## src/rtl/codificador_7seg.sv

```systemverilog
// codificador_7seg
// Captures a settled 7-segment pattern (active-low, asynchronous input) and
// hands the decoded BCD digit to a consumer over a valido/listo handshake.
// A pattern must hold for STABLE_CYCLES consecutive synchronized cycles
// before it is captured. Legal digit patterns are reported once per hold.
// An illegal non-blank pattern raises a one-cycle error pulse.
// The blank pattern (7F) is never captured.
//
// Optional feature: define CODIFICADOR_HISTORIAL_EN to add the historial
// output, a shift register of the last four transferred digits (newest in
// [3:0]). Without the macro the port and its register are absent.
//
// STABLE_CYCLES legal range: 1..255.
//
// state       | meaning
// ------------+-------------------------------------------------------------
// IDLE        | input blank, nothing pending
// SETTLE      | candidate pattern loaded, counting stable cycles
// HOLD        | digit captured, valido=1, waiting for listo
// WAIT_CHANGE | pattern already reported/flagged, waiting for a new pattern

module codificador_7seg #(
    parameter int STABLE_CYCLES = 4
) (
    input  logic       clk,
    input  logic       rst,
    input  logic [6:0] segmentos,
    input  logic       listo,
    output logic [3:0] digito,
    output logic       valido,
    output logic       error
`ifdef CODIFICADOR_HISTORIAL_EN
    ,
    output logic [15:0] historial
`endif
);

    localparam int CW = $clog2(STABLE_CYCLES + 1);
    localparam logic [CW-1:0] CNT_MAX  = CW'(STABLE_CYCLES);
    localparam logic [CW-1:0] CNT_LAST = CW'(STABLE_CYCLES - 1);
    localparam logic [CW-1:0] CNT_ONE  = CW'(1);

    // Active-low segment patterns, bit0=a ... bit6=g.
    localparam logic [6:0] PAT_BLANK = 7'h7F;
    localparam logic [6:0] PAT_0     = 7'h40;
    localparam logic [6:0] PAT_1     = 7'h79;
    localparam logic [6:0] PAT_2     = 7'h24;
    localparam logic [6:0] PAT_3     = 7'h30;
    localparam logic [6:0] PAT_4     = 7'h19;
    localparam logic [6:0] PAT_5     = 7'h12;
    localparam logic [6:0] PAT_6     = 7'h02;
    localparam logic [6:0] PAT_7     = 7'h78;
    localparam logic [6:0] PAT_8     = 7'h00;
    localparam logic [6:0] PAT_9     = 7'h18;

    typedef enum logic [1:0] {
        IDLE,
        SETTLE,
        HOLD,
        WAIT_CHANGE
    } state_t;

    state_t        state, state_n;
    logic [6:0]    s1, s2;
    logic [6:0]    cand, cand_n;
    logic [CW-1:0] cnt, cnt_n;
    logic [3:0]    digito_n;
    logic          valido_n;
    logic          error_n;
    logic          xfer;
    logic          blank;
    logic          same;
    logic          cand_legal;
    logic [3:0]    cand_digit;

    // Decode a pattern into {legal, digit}; anything not in the table is illegal.
    function automatic logic [4:0] decode(input logic [6:0] pat);
        logic [4:0] r;
        unique case (pat)
            PAT_0:   r = {1'b1, 4'd0};
            PAT_1:   r = {1'b1, 4'd1};
            PAT_2:   r = {1'b1, 4'd2};
            PAT_3:   r = {1'b1, 4'd3};
            PAT_4:   r = {1'b1, 4'd4};
            PAT_5:   r = {1'b1, 4'd5};
            PAT_6:   r = {1'b1, 4'd6};
            PAT_7:   r = {1'b1, 4'd7};
            PAT_8:   r = {1'b1, 4'd8};
            PAT_9:   r = {1'b1, 4'd9};
            default: r = {1'b0, 4'd0};
        endcase
        return r;
    endfunction

    // Two-flop synchronizer for the asynchronous segment bus; idles at blank.
    always_ff @(posedge clk) begin
        if (rst) begin
            s1 <= PAT_BLANK;
            s2 <= PAT_BLANK;
        end else begin
            s1 <= segmentos;
            s2 <= s1;
        end
    end

    // Classification of the synchronized pattern against the candidate.
    always_comb begin
        blank                    = (s2 == PAT_BLANK);
        same                     = (s2 == cand);
        {cand_legal, cand_digit} = decode(cand);
        xfer                     = valido && listo;
    end

    // Next-state and output logic; every path starts from "hold everything".
    always_comb begin
        state_n  = state;
        cand_n   = cand;
        cnt_n    = cnt;
        digito_n = digito;
        valido_n = valido;
        error_n  = 1'b0;

        unique case (state)
            IDLE: begin
                if (!blank) begin
                    cand_n  = s2;
                    cnt_n   = '0;
                    state_n = SETTLE;
                end
            end

            SETTLE: begin
                if (blank) begin
                    cnt_n   = '0;
                    state_n = IDLE;
                end else if (!same) begin
                    cand_n = s2;
                    cnt_n  = '0;
                end else if (cnt >= CNT_LAST) begin
                    // This cycle completes the stable run: capture on this edge.
                    cnt_n = CNT_MAX;
                    if (cand_legal) begin
                        digito_n = cand_digit;
                        valido_n = 1'b1;
                        state_n  = HOLD;
                    end else begin
                        error_n  = 1'b1;
                        state_n  = WAIT_CHANGE;
                    end
                end else begin
                    cnt_n = cnt + CNT_ONE;
                end
            end

            HOLD: begin
                // Digit and valido are frozen until the consumer takes them.
                if (xfer) begin
                    valido_n = 1'b0;
                    state_n  = WAIT_CHANGE;
                end
            end

            WAIT_CHANGE: begin
                if (blank) begin
                    cnt_n   = '0;
                    state_n = IDLE;
                end else if (!same) begin
                    cand_n  = s2;
                    cnt_n   = '0;
                    state_n = SETTLE;
                end
            end

            default: begin
                cand_n   = PAT_BLANK;
                cnt_n    = '0;
                valido_n = 1'b0;
                state_n  = IDLE;
            end
        endcase
    end

    // State, candidate, counter and output registers.
    always_ff @(posedge clk) begin
        if (rst) begin
            state  <= IDLE;
            cand   <= PAT_BLANK;
            cnt    <= '0;
            digito <= 4'd0;
            valido <= 1'b0;
            error  <= 1'b0;
        end else begin
            state  <= state_n;
            cand   <= cand_n;
            cnt    <= cnt_n;
            digito <= digito_n;
            valido <= valido_n;
            error  <= error_n;
        end
    end

`ifdef CODIFICADOR_HISTORIAL_EN
    // History of transferred digits, shifted on each accepted handshake.
    always_ff @(posedge clk) begin
        if (rst) begin
            historial <= 16'h0000;
        end else if (xfer) begin
            historial <= {historial[11:0], digito};
        end
    end
`endif

endmodule

```

## config.mk

```make
export PLATFORM = sky130hd
export DESIGN_NAME = codificador_7seg
export DESIGN_NICKNAME = d
export VERILOG_FILES = /design/src/rtl/codificador_7seg.sv
export SDC_FILE = /design/constraint.sdc
export NUM_CORES = 1
export LEC_CHECK = 0
export CAP_MARGIN = 40
export CORE_MARGIN = 2
export CORE_UTILIZATION = 55
export DETAILED_ROUTE_END_ITERATION = 8
export GPL_TIMING_DRIVEN = 0
export PLACE_DENSITY = 0.87
export REMOVE_ABC_BUFFERS = 1
export SYNTH_ARGS = -nofsm -noshare
export SYNTH_HDL_FRONTEND = slang
export SYNTH_SLANG_ARGS = --single-unit
```

## constraint.sdc

```tcl
create_clock -name clk -period 2.31 [get_ports clk]
set_input_delay 0.462 -clock clk [delete_from_list [all_inputs] [get_ports clk]]
set_output_delay 0.462 -clock clk [all_outputs]
set_load 0.005 [all_outputs]
```

# Yosys cells after proc, flatten, opt, wreduce, memory -nomap -nowiden
# Index checks and enable logic that the tools add are counted.
dict set report word_totals {
  word_cells 80
  reg_bits 32
  input_bits 10
  out_inout_bits 6
}
dict set report op_classes {
  add_sub_neg 1
  n_reduce_logical 13
  n_bitwise 4
  eq_ne 25
  muxes 28
  magnitude_cmp 1
}
# op n
set ops {}
lappend ops {{one-hot mux 5 bit (10 select lines)} 1}
lappend ops {{equality test 7 bit (second input constant)} 4}
lappend ops {{equality test 7 x 5 -> 1 bit (second input constant)} 3}
lappend ops {{2-to-1 mux 7 bit} 3}
lappend ops {{2-to-1 mux 3 bit} 6}
lappend ops {{!= test 2 bit (second input constant)} 8}
lappend ops {{equality test 7 x 6 -> 1 bit (second input constant)} 2}
lappend ops {{2-to-1 mux 2 bit} 7}
lappend ops {{one-hot mux 7 bit (2 select lines)} 1}
lappend ops {{AND reduction 5 bit} 2}
lappend ops {{!= test 3 bit (second input constant)} 3}
lappend ops {{one-hot mux 3 bit (3 select lines)} 1}
lappend ops {{one-hot mux 2 bit (4 select lines)} 1}
lappend ops {{equality test 7 x 2 -> 1 bit (second input constant)} 1}
lappend ops {{equality test 7 bit} 1}
lappend ops {{zero test 7 bit} 1}
lappend ops {{2-to-1 mux 1 bit} 7}
lappend ops {{AND reduction 6 bit} 1}
lappend ops {{OR reduction 5 bit} 1}
lappend ops {{equality test 2 bit (second input constant)} 2}
lappend ops {{NOT 1 bit} 4}
lappend ops {{AND reduction 4 bit} 1}
lappend ops {{nonzero test 2 bit} 2}
lappend ops {{adder 3 x 1 -> 3 bit (second input constant)} 1}
lappend ops {{other kinds (8)} 8}

# Longest topological paths before layout
# Gate-level depths: netlist (run 1).
dict set report logic_depth {
  depth_word 7
  ltp_mapped 7
  mapped_depth_nobuf 7
}

# Least setup slack after synthesis (run 1)
# OpenSTA, ideal clock, no wires.
dict set report synth_path {
  kind {reg-to-reg}
  startpoint {register cand[1]}
  endpoint {register digito[0]}
  setup_time_ns 0.127
  path_buffers 1
  t_arrival_ns 1.656
  t_required_ns 2.183
  slack_ns 0.527
  period_less_slack_ns 1.783
  stages_incl_launch_ff 7
  cell_sequence {dfxtp_1 buf_6 xor2_1 or4_4 nor4_4 o21a_1 o21ai_0}
}
dict set report synth_via {
  elab_chain_len 3
  word_cells_on_any_way 13
  cone_classes {eq/ne (10); mux (1); reduce/logical (2)}
}
# element line_no
set synth_lines {}
lappend synth_lines {{start, declared} 65} ;# logic [6:0] cand, cand_n;
lappend synth_lines {{start signal, assigned} 194} ;# cand <= cand_n;
lappend synth_lines {{equality test 7 x 5 -> 1 bit, or another cell as far along} 79} ;# unique case (pat)
lappend synth_lines {{one-hot mux 5 bit (10 select lines)} 79}
lappend synth_lines {{AND reduction 5 bit (no line)} -}
lappend synth_lines {{end signal, assigned} 196} ;# digito <= digito_n;
lappend synth_lines {{end, declared} 29} ;# output logic [3:0] digito,
# Several ways; a longest one is shown, not always the timed one.
# A chain may end at the register's enable or synchronous reset.

# Final worst setup path (run 1)
dict set report layout_path {
  startpoint {register cand[4]}
  endpoint {register cand[3]}
}
dict set report layout_via {
  elab_chain_len 3
}
# element line_no
set layout_lines {}
lappend layout_lines {{equality test 7 bit} 109} ;# same = (s2 == cand);
lappend layout_lines {{!= test 2 bit (no line)} -}
lappend layout_lines {{AND reduction 4 bit (no line)} -}
# No other way between the ends.

==> impl_results.md, run 1 <==
* Outcome: finished, final reports clean
* Post-Route Skew at between 0.004 and 0.005 ns
* Worst-margin pin slew at ~0.69 ns
* Root buffer cell: clkbuf_4
* CTS tree: yes
* #FFs+latches synth at 32
* Via count at 1180
* Post-synth EDFFs at 0
* Asr flop ratio synth at 0
* H-tree levels at 2
* Remaining Overflow, GRT at 0
* Final setup violation count at 0
* Slew Viols, Final at 0
* Die Area at roughly 3200 um^2
* Max Cap Violations at 0
* Total CTS buffers at 5
* Post-synth top cells: dfxtp_1 (32), or2_2 (14), nor2_1 (12)
* # Post-CTS Setup Buffers at 0
* Initial antenna violation count at 0
* ANT nets after route at 0
* Drt first pass iters at 6
* CTS Hold Buffers Added at 0
* Chip width at about 57 um
* Initial Util at 0.5692
* # rows at 19
* Yosys warns at 0
* Largest net degree at the start of global routing at 32
* RSZ-0062 raised after global routing: false
* Inst Count DP at approximately 200
* Critical path data required time at ~2.5 ns
* Fmax at 479.6 MHz
* Layout cells sized above 1 at 0.1648
* Clock sinks at 32
* Io pins at 16
* Final Cell Area at about 1700 um^2
* Type of origin of the critical path: flip-flop
* Critical path peak fanout at 9
* Most used DFF post-synth: dfxtp_1
* Tcrit/Tclk final at 0.9026
* First-pass GRT wire length at around 4700 um
* Non-Filler Instances at 207
* Area leader, netlist: dfxtp_1
* Detailed placer's ending HPWL at ~2100 um
* Post-Synthesis Cells at 161
* Final GP Congestion at ~0.8
* Total GRT Usage at 0.1932
* CP arrival at between 2 and 2.5 ns
* Total power per unit cell area at between 600 and 700 nW/um^2
* Clock Path Buffers at 2
* Clk_lat worst skew at between 0.3 and 0.4 ns
* Number of global-route vias before repair at about 1.1k
* Final wirelength at between 2000 and 3000 um
* Initial DRC Count at 48
* Syn avg cell area at roughly 9.5 um^2
* Post-CTS Resized at 0
* Core area at approximately 2700 um^2
* CP cell instances: xor2_1, nor4_1, a41oi_1, buf_4, nor2b_1, a211o_1
* CP Class: flip-flop to flip-flop
* Rel. slew slack at 0.5322
* Clk slew on worst S/H paths at 0.10 ns
* Hold Violations, Final at 0
* DRC errors left at 0
* Syn-to-layout area delta at 13.58%
* Fin nets at roughly 190
* Worst IR Drop VDD at 0.0006657 V
* Distinct cells, synth at between 40 and 50
* Synth top area cells: dfxtp_1 (42%), or2_2 (5.7%), a211o_1 (4.6%)
* CP peak stage delay at approximately 0.54 ns
* Ant diodes at 0
* Leak at roughly 0.00064 uW
* Post-synth top area share at 0.4190
* Critical path endpoint category: flip-flop
* Synth Cell Area at 1529 um^2
* Min Tclk post-route at roughly 2.1 ns
* Hold Path Class: flip-flop to flip-flop
* Port Buffers at 15
* Critical path's slowest cell: dfxtp_1
* Wire per inst at roughly 13 um
* Vias/cell at approximately 5.7
* Chip height at around 57 um
* Seq/Total Area, Yosys at 0.4190
* Area after DPL at 1675 um^2
* Final TNS setup at 0 ns
* Top-count cell post-synth: dfxtp_1
-- where the power goes --
group,switching [uW],internal [uW],total [uW],leakage [uW]
Sequential,45.6,580,626,0.000263
Clock,182,145,327,0.0000380
Combinational,102,103,205,0.000343
-- cell usage in the layout, fill, tap and decap left out, types with 4 or more instances in the layout --
master	instances
dfxtp_1	32
clkdlybuf4s50_1	15
or2_2	14
nor2_1	12
xor2_1	8
a211o_1	8
o21ai_0	7
nand2b_1	6
nand3_1	6
nor2b_1	6
inv_1	5
a21oi_1	5
clkbuf_4	5
nand2_1	4
-- worst max-delay path, delay by kind of cell (launching register included) --
kind                      cells  cell delay, ns
and+or+nand+nor               2            0.12
buffers and inverters         1            0.27
xor gates and xnor gates      1            0.25
DFF                           1            0.54
AOI/OAI and AO/OA             2            0.81
-- sequential cells by signal, indices dropped and copies added (netlist names), named ones only --
register and cells:
s1 7, cand 7, valido 1, digito 4
s2 7, error 1, cnt 3, state 1
-- cell type report --
type	count	area [um^2]
Clock inverter	2	10.01
Multi-Input combinational cell	114	792.0
Timing Repair Buffer	17	185.2
Fill cell	231	949.7
Inverter	5	18.77
Tap cell	31	38.79
Sequential cell	32	640.6
Clock buffer	6	51.30
-- kinds of logic (layout without fill, tap and decap cells) --
group,after synthesis,count (layout),share of synthesized area
adder cells (fa/ha/maj),2,2,0.01636
flip-flops,32,32,0.4190
AO/OA/AOI/OAI,35,35,0.1637
AND/OR/NAND/NOR,66,66,0.2692
XOR/XNOR,10,10,0.06220
multiplexers,1,1,0.006547
buffers and inverters,15,30,0.06302
-- metal layers --
metal | share of wire | track usage | vias to the layer above
met3 | 0.046 | 0.07604 | 4
met1 | 0.43 | 0.2086 | 551
met5 | 0 | 0 | -
met2 | 0.51 | 0.3189 | 28
met4 | 0.017 | 0.1088 | 0
li1 | - | - | 597
-- path summary, 6_finish.rpt --
check | end | slack, ns | start | cells past startpoint
worst min register to register | s2[2]$_SDFF_PP1_ | 0.41 | s1[2]$_SDFF_PP1_ | 1
worst max-delay path | cand[3]$_SDFFE_PP1P_ | 0.23 | cand[4]$_SDFFE_PP1P_ | 6
worst max register to register | cand[3]$_SDFFE_PP1P_ | 0.23 | cand[4]$_SDFFE_PP1P_ | 6
worst min-delay path | s2[2]$_SDFF_PP1_ | 0.41 | s1[2]$_SDFF_PP1_ | 1
-- stage by stage --
stage               hold slack [ns]  utilization  power (uW)  setup WS (ns)
finish                       0.4084       0.6465        1157         0.2250
global route                 0.4330       0.6465        1222        0.07178
CTS                          0.4099       0.6465        1169         0.2359
detailed placement           0.3933       0.6237       841.2         0.2565
global placement             0.3914       0.6106       817.8         0.1816
floorplan                    0.3895            -       774.6         0.4403
Power figures use the tool's default switching activity.
==> run 2, diff against run 1 <==
- CAP_MARGIN: 40 -> 25
==> run 2 against run 1 <==
Global-route usage down 0.21 points. First-iteration DRC count is 29% lower. Flip-flop and latch count is the same. Worst setup slack improved by 0.053 ns. Final area down 0.50%. Fmax rose by 2.6%. Cell count decreased by 0.97%. Count of clock-buffer cells in the layout fell by 1. Largest power group unchanged. Highest routed layer unchanged.
==> impl_results.md, run 2 (synthesis gave the netlist of run 1 again) <==
* Outcome: finished, final reports clean
* Wire per inst at ~14 um
* Chip width at about 57 um
* Total power per unit cell area at about 720 nW/um^2
* Worst IR Drop VDD at about 0.00054 V
* # rows at 19
* Switching part of the total at 0.2797
* Post-Route Skew at ~0.014 ns
* Critical path peak fanout at 9
* Worst-margin pin slew at a little under 1 ns
* Max Cap Violations at 0
* Internal power at between 900 and 1000 uW
* Fill cell instance count of the final layout at 232
* Gate power share at 0.157
* First-pass GRT wire length at 4636 um
* Slew Viols, Final at 0
* H-tree levels at 2
* Clock share of power at 0.343
* Drt first pass iters at 7
* Fin nets at between 150 and 200
* Layout cells sized above 1 at 0.1609
* Final wirelength at 2771 um
* DRC errors left at 0
* Ant diodes at 0
* Total GRT Usage at 0.1910
* Final GP Congestion at about 0.82
* Initial DRC Count at 34
* CTS tree: yes
* RSZ-0062 raised after global routing: false
* Type of origin of the critical path: flip-flop
* Hold Violations, Final at 0
* Via count at about 1.2k
* Tcrit/Tclk final at 0.8795
* Final TNS setup at 0 ns
* Final hold slack at between 0.4 and 0.5 ns
* Switching Power at about 350 uW
* Die Area at approximately 3200 um^2
* Largest net degree at the start of global routing at 35
* Syn-to-layout area delta at 13.01%
* Initial Util at 0.5692
* Vias/cell at between 5 and 6
* Commonest non-fill, non-tap cell in the layout: dfxtp_1
* Clk_lat worst skew at 0.35 ns
* Critical path data required time at about 2.6 ns
* Area after DPL at 1640 um^2
* Clock sinks at 32
* Chip height at roughly 57 um
* Final setup violation count at 0
* Critical path endpoint category: flip-flop
* Detailed placer's ending HPWL at between 1500 and 2000 um
* Port Buffers at 15
* Initial antenna violation count at 0
* ANT nets after route at 0
* Regs by FF count: cand (7), s1 (7), s2 (7)
* Most frequent cells in the layout: dfxtp_1 (32), clkdlybuf4s50_1 (15), or2_2 (14)
* CP arrival at roughly 2.3 ns
* Clock Path Buffers at 2
* Root buffer cell: clkbuf_4
* Rel. slew slack at 0.3500
* Io pins at 16
* Leak at between 0.0006 and 0.0007 uW
* Fmax at 492.2 MHz
* Hold Path Class: flip-flop to flip-flop
* Clk slew on worst S/H paths at 0.11 ns
* Total CTS buffers at 5
* Reg power frac at 0.500
* Min Tclk post-route at just over 2 ns
* CP Class: flip-flop to flip-flop
* Final Cell Area at 1728 um^2
* Core area at 2686 um^2
* Number of global-route vias before repair at roughly 1.1k
* Remaining Overflow, GRT at 0
run 2: cell count changes in the layout (fill, tap and decap cells not counted):
cell,before,now
buf_4,1,0
buf_16,1,0
a41oi_1,1,0
clkinv_2,2,1
clkbuf_8,1,0
clkinvlp_4,0,1
bufinv_16,0,1
a41oi_2,0,1
run 2: layout make-up:
cell class,instances,area (um^2),area share
repair buffers,15,150.1,0.08689
inverters,5,18.77,0.01086
multi-input cells,114,799.5,0.4627
flip-flops and latches,32,640.6,0.3707
clock inverters,3,42.54,0.02462
well taps,31,38.79,0.02245
clock buffers,5,37.54,0.02172
run 2: repair_timing:
action                     in CTS  in global routing
setup endpoints to repair       0                  7
gates resized for setup         0                  1
hold buffers                    0                  0
setup buffers                   0                  0
run 2: path summary, 6_finish.rpt:
path	from	end	slack, ns	depth (start not counted)
min reg2reg	s1[2]$_SDFF_PP1_	s2[2]$_SDFF_PP1_	0.42	1
max	cand[3]$_SDFFE_PP1P_	cnt[0]$_SDFFE_PP0P_	0.28	5
max reg2reg	cand[3]$_SDFFE_PP1P_	cnt[0]$_SDFFE_PP0P_	0.28	5
min	s1[2]$_SDFF_PP1_	s2[2]$_SDFF_PP1_	0.42	1
run 2: power by group through the flow:
stage / Clock [uW] / Sequential [uW] / Combinational [uW]
floorplan: 0 / 626 / 149
global placement: 0 / 635 / 183
detailed placement: 0 / 637 / 193
CTS: 437 / 624 / 194
global route: 459 / 631 / 218
finish: 429 / 626 / 196
run 2: worst max-delay path, cell delays in order, from the launching register on:
cell	delay, ns
dfxtp_1	0.54
xor2_1	0.14
or3b_1	0.51
nor4_4	0.44
nand3b_1	0.14
a21oi_1	0.18
run 2: stage by stage:
step / setup slack [ns] / util / std cells / total power, uW
2_1_floorplan: 0.4403 / - / 151 / 774.6
3_3_place_gp: 0.1816 / 0.6106 / 197 / 817.8
3_5_place_dp: 0.1073 / 0.6106 / 197 / 830.1
4_1_cts: 0.08944 / 0.6404 / 205 / 1255
5_1_grt: 0.1386 / 0.6432 / 205 / 1308
6_report: 0.2783 / 0.6432 / 205 / 1251
run 2: metal layers:
metal,up-vias,track usage,part of all wire
li1,595,-,-
met1,544,0.1980,0.43
met2,33,0.3173,0.49
met3,6,0.05300,0.063
met4,0,0.1565,0.019
met5,-,0,0
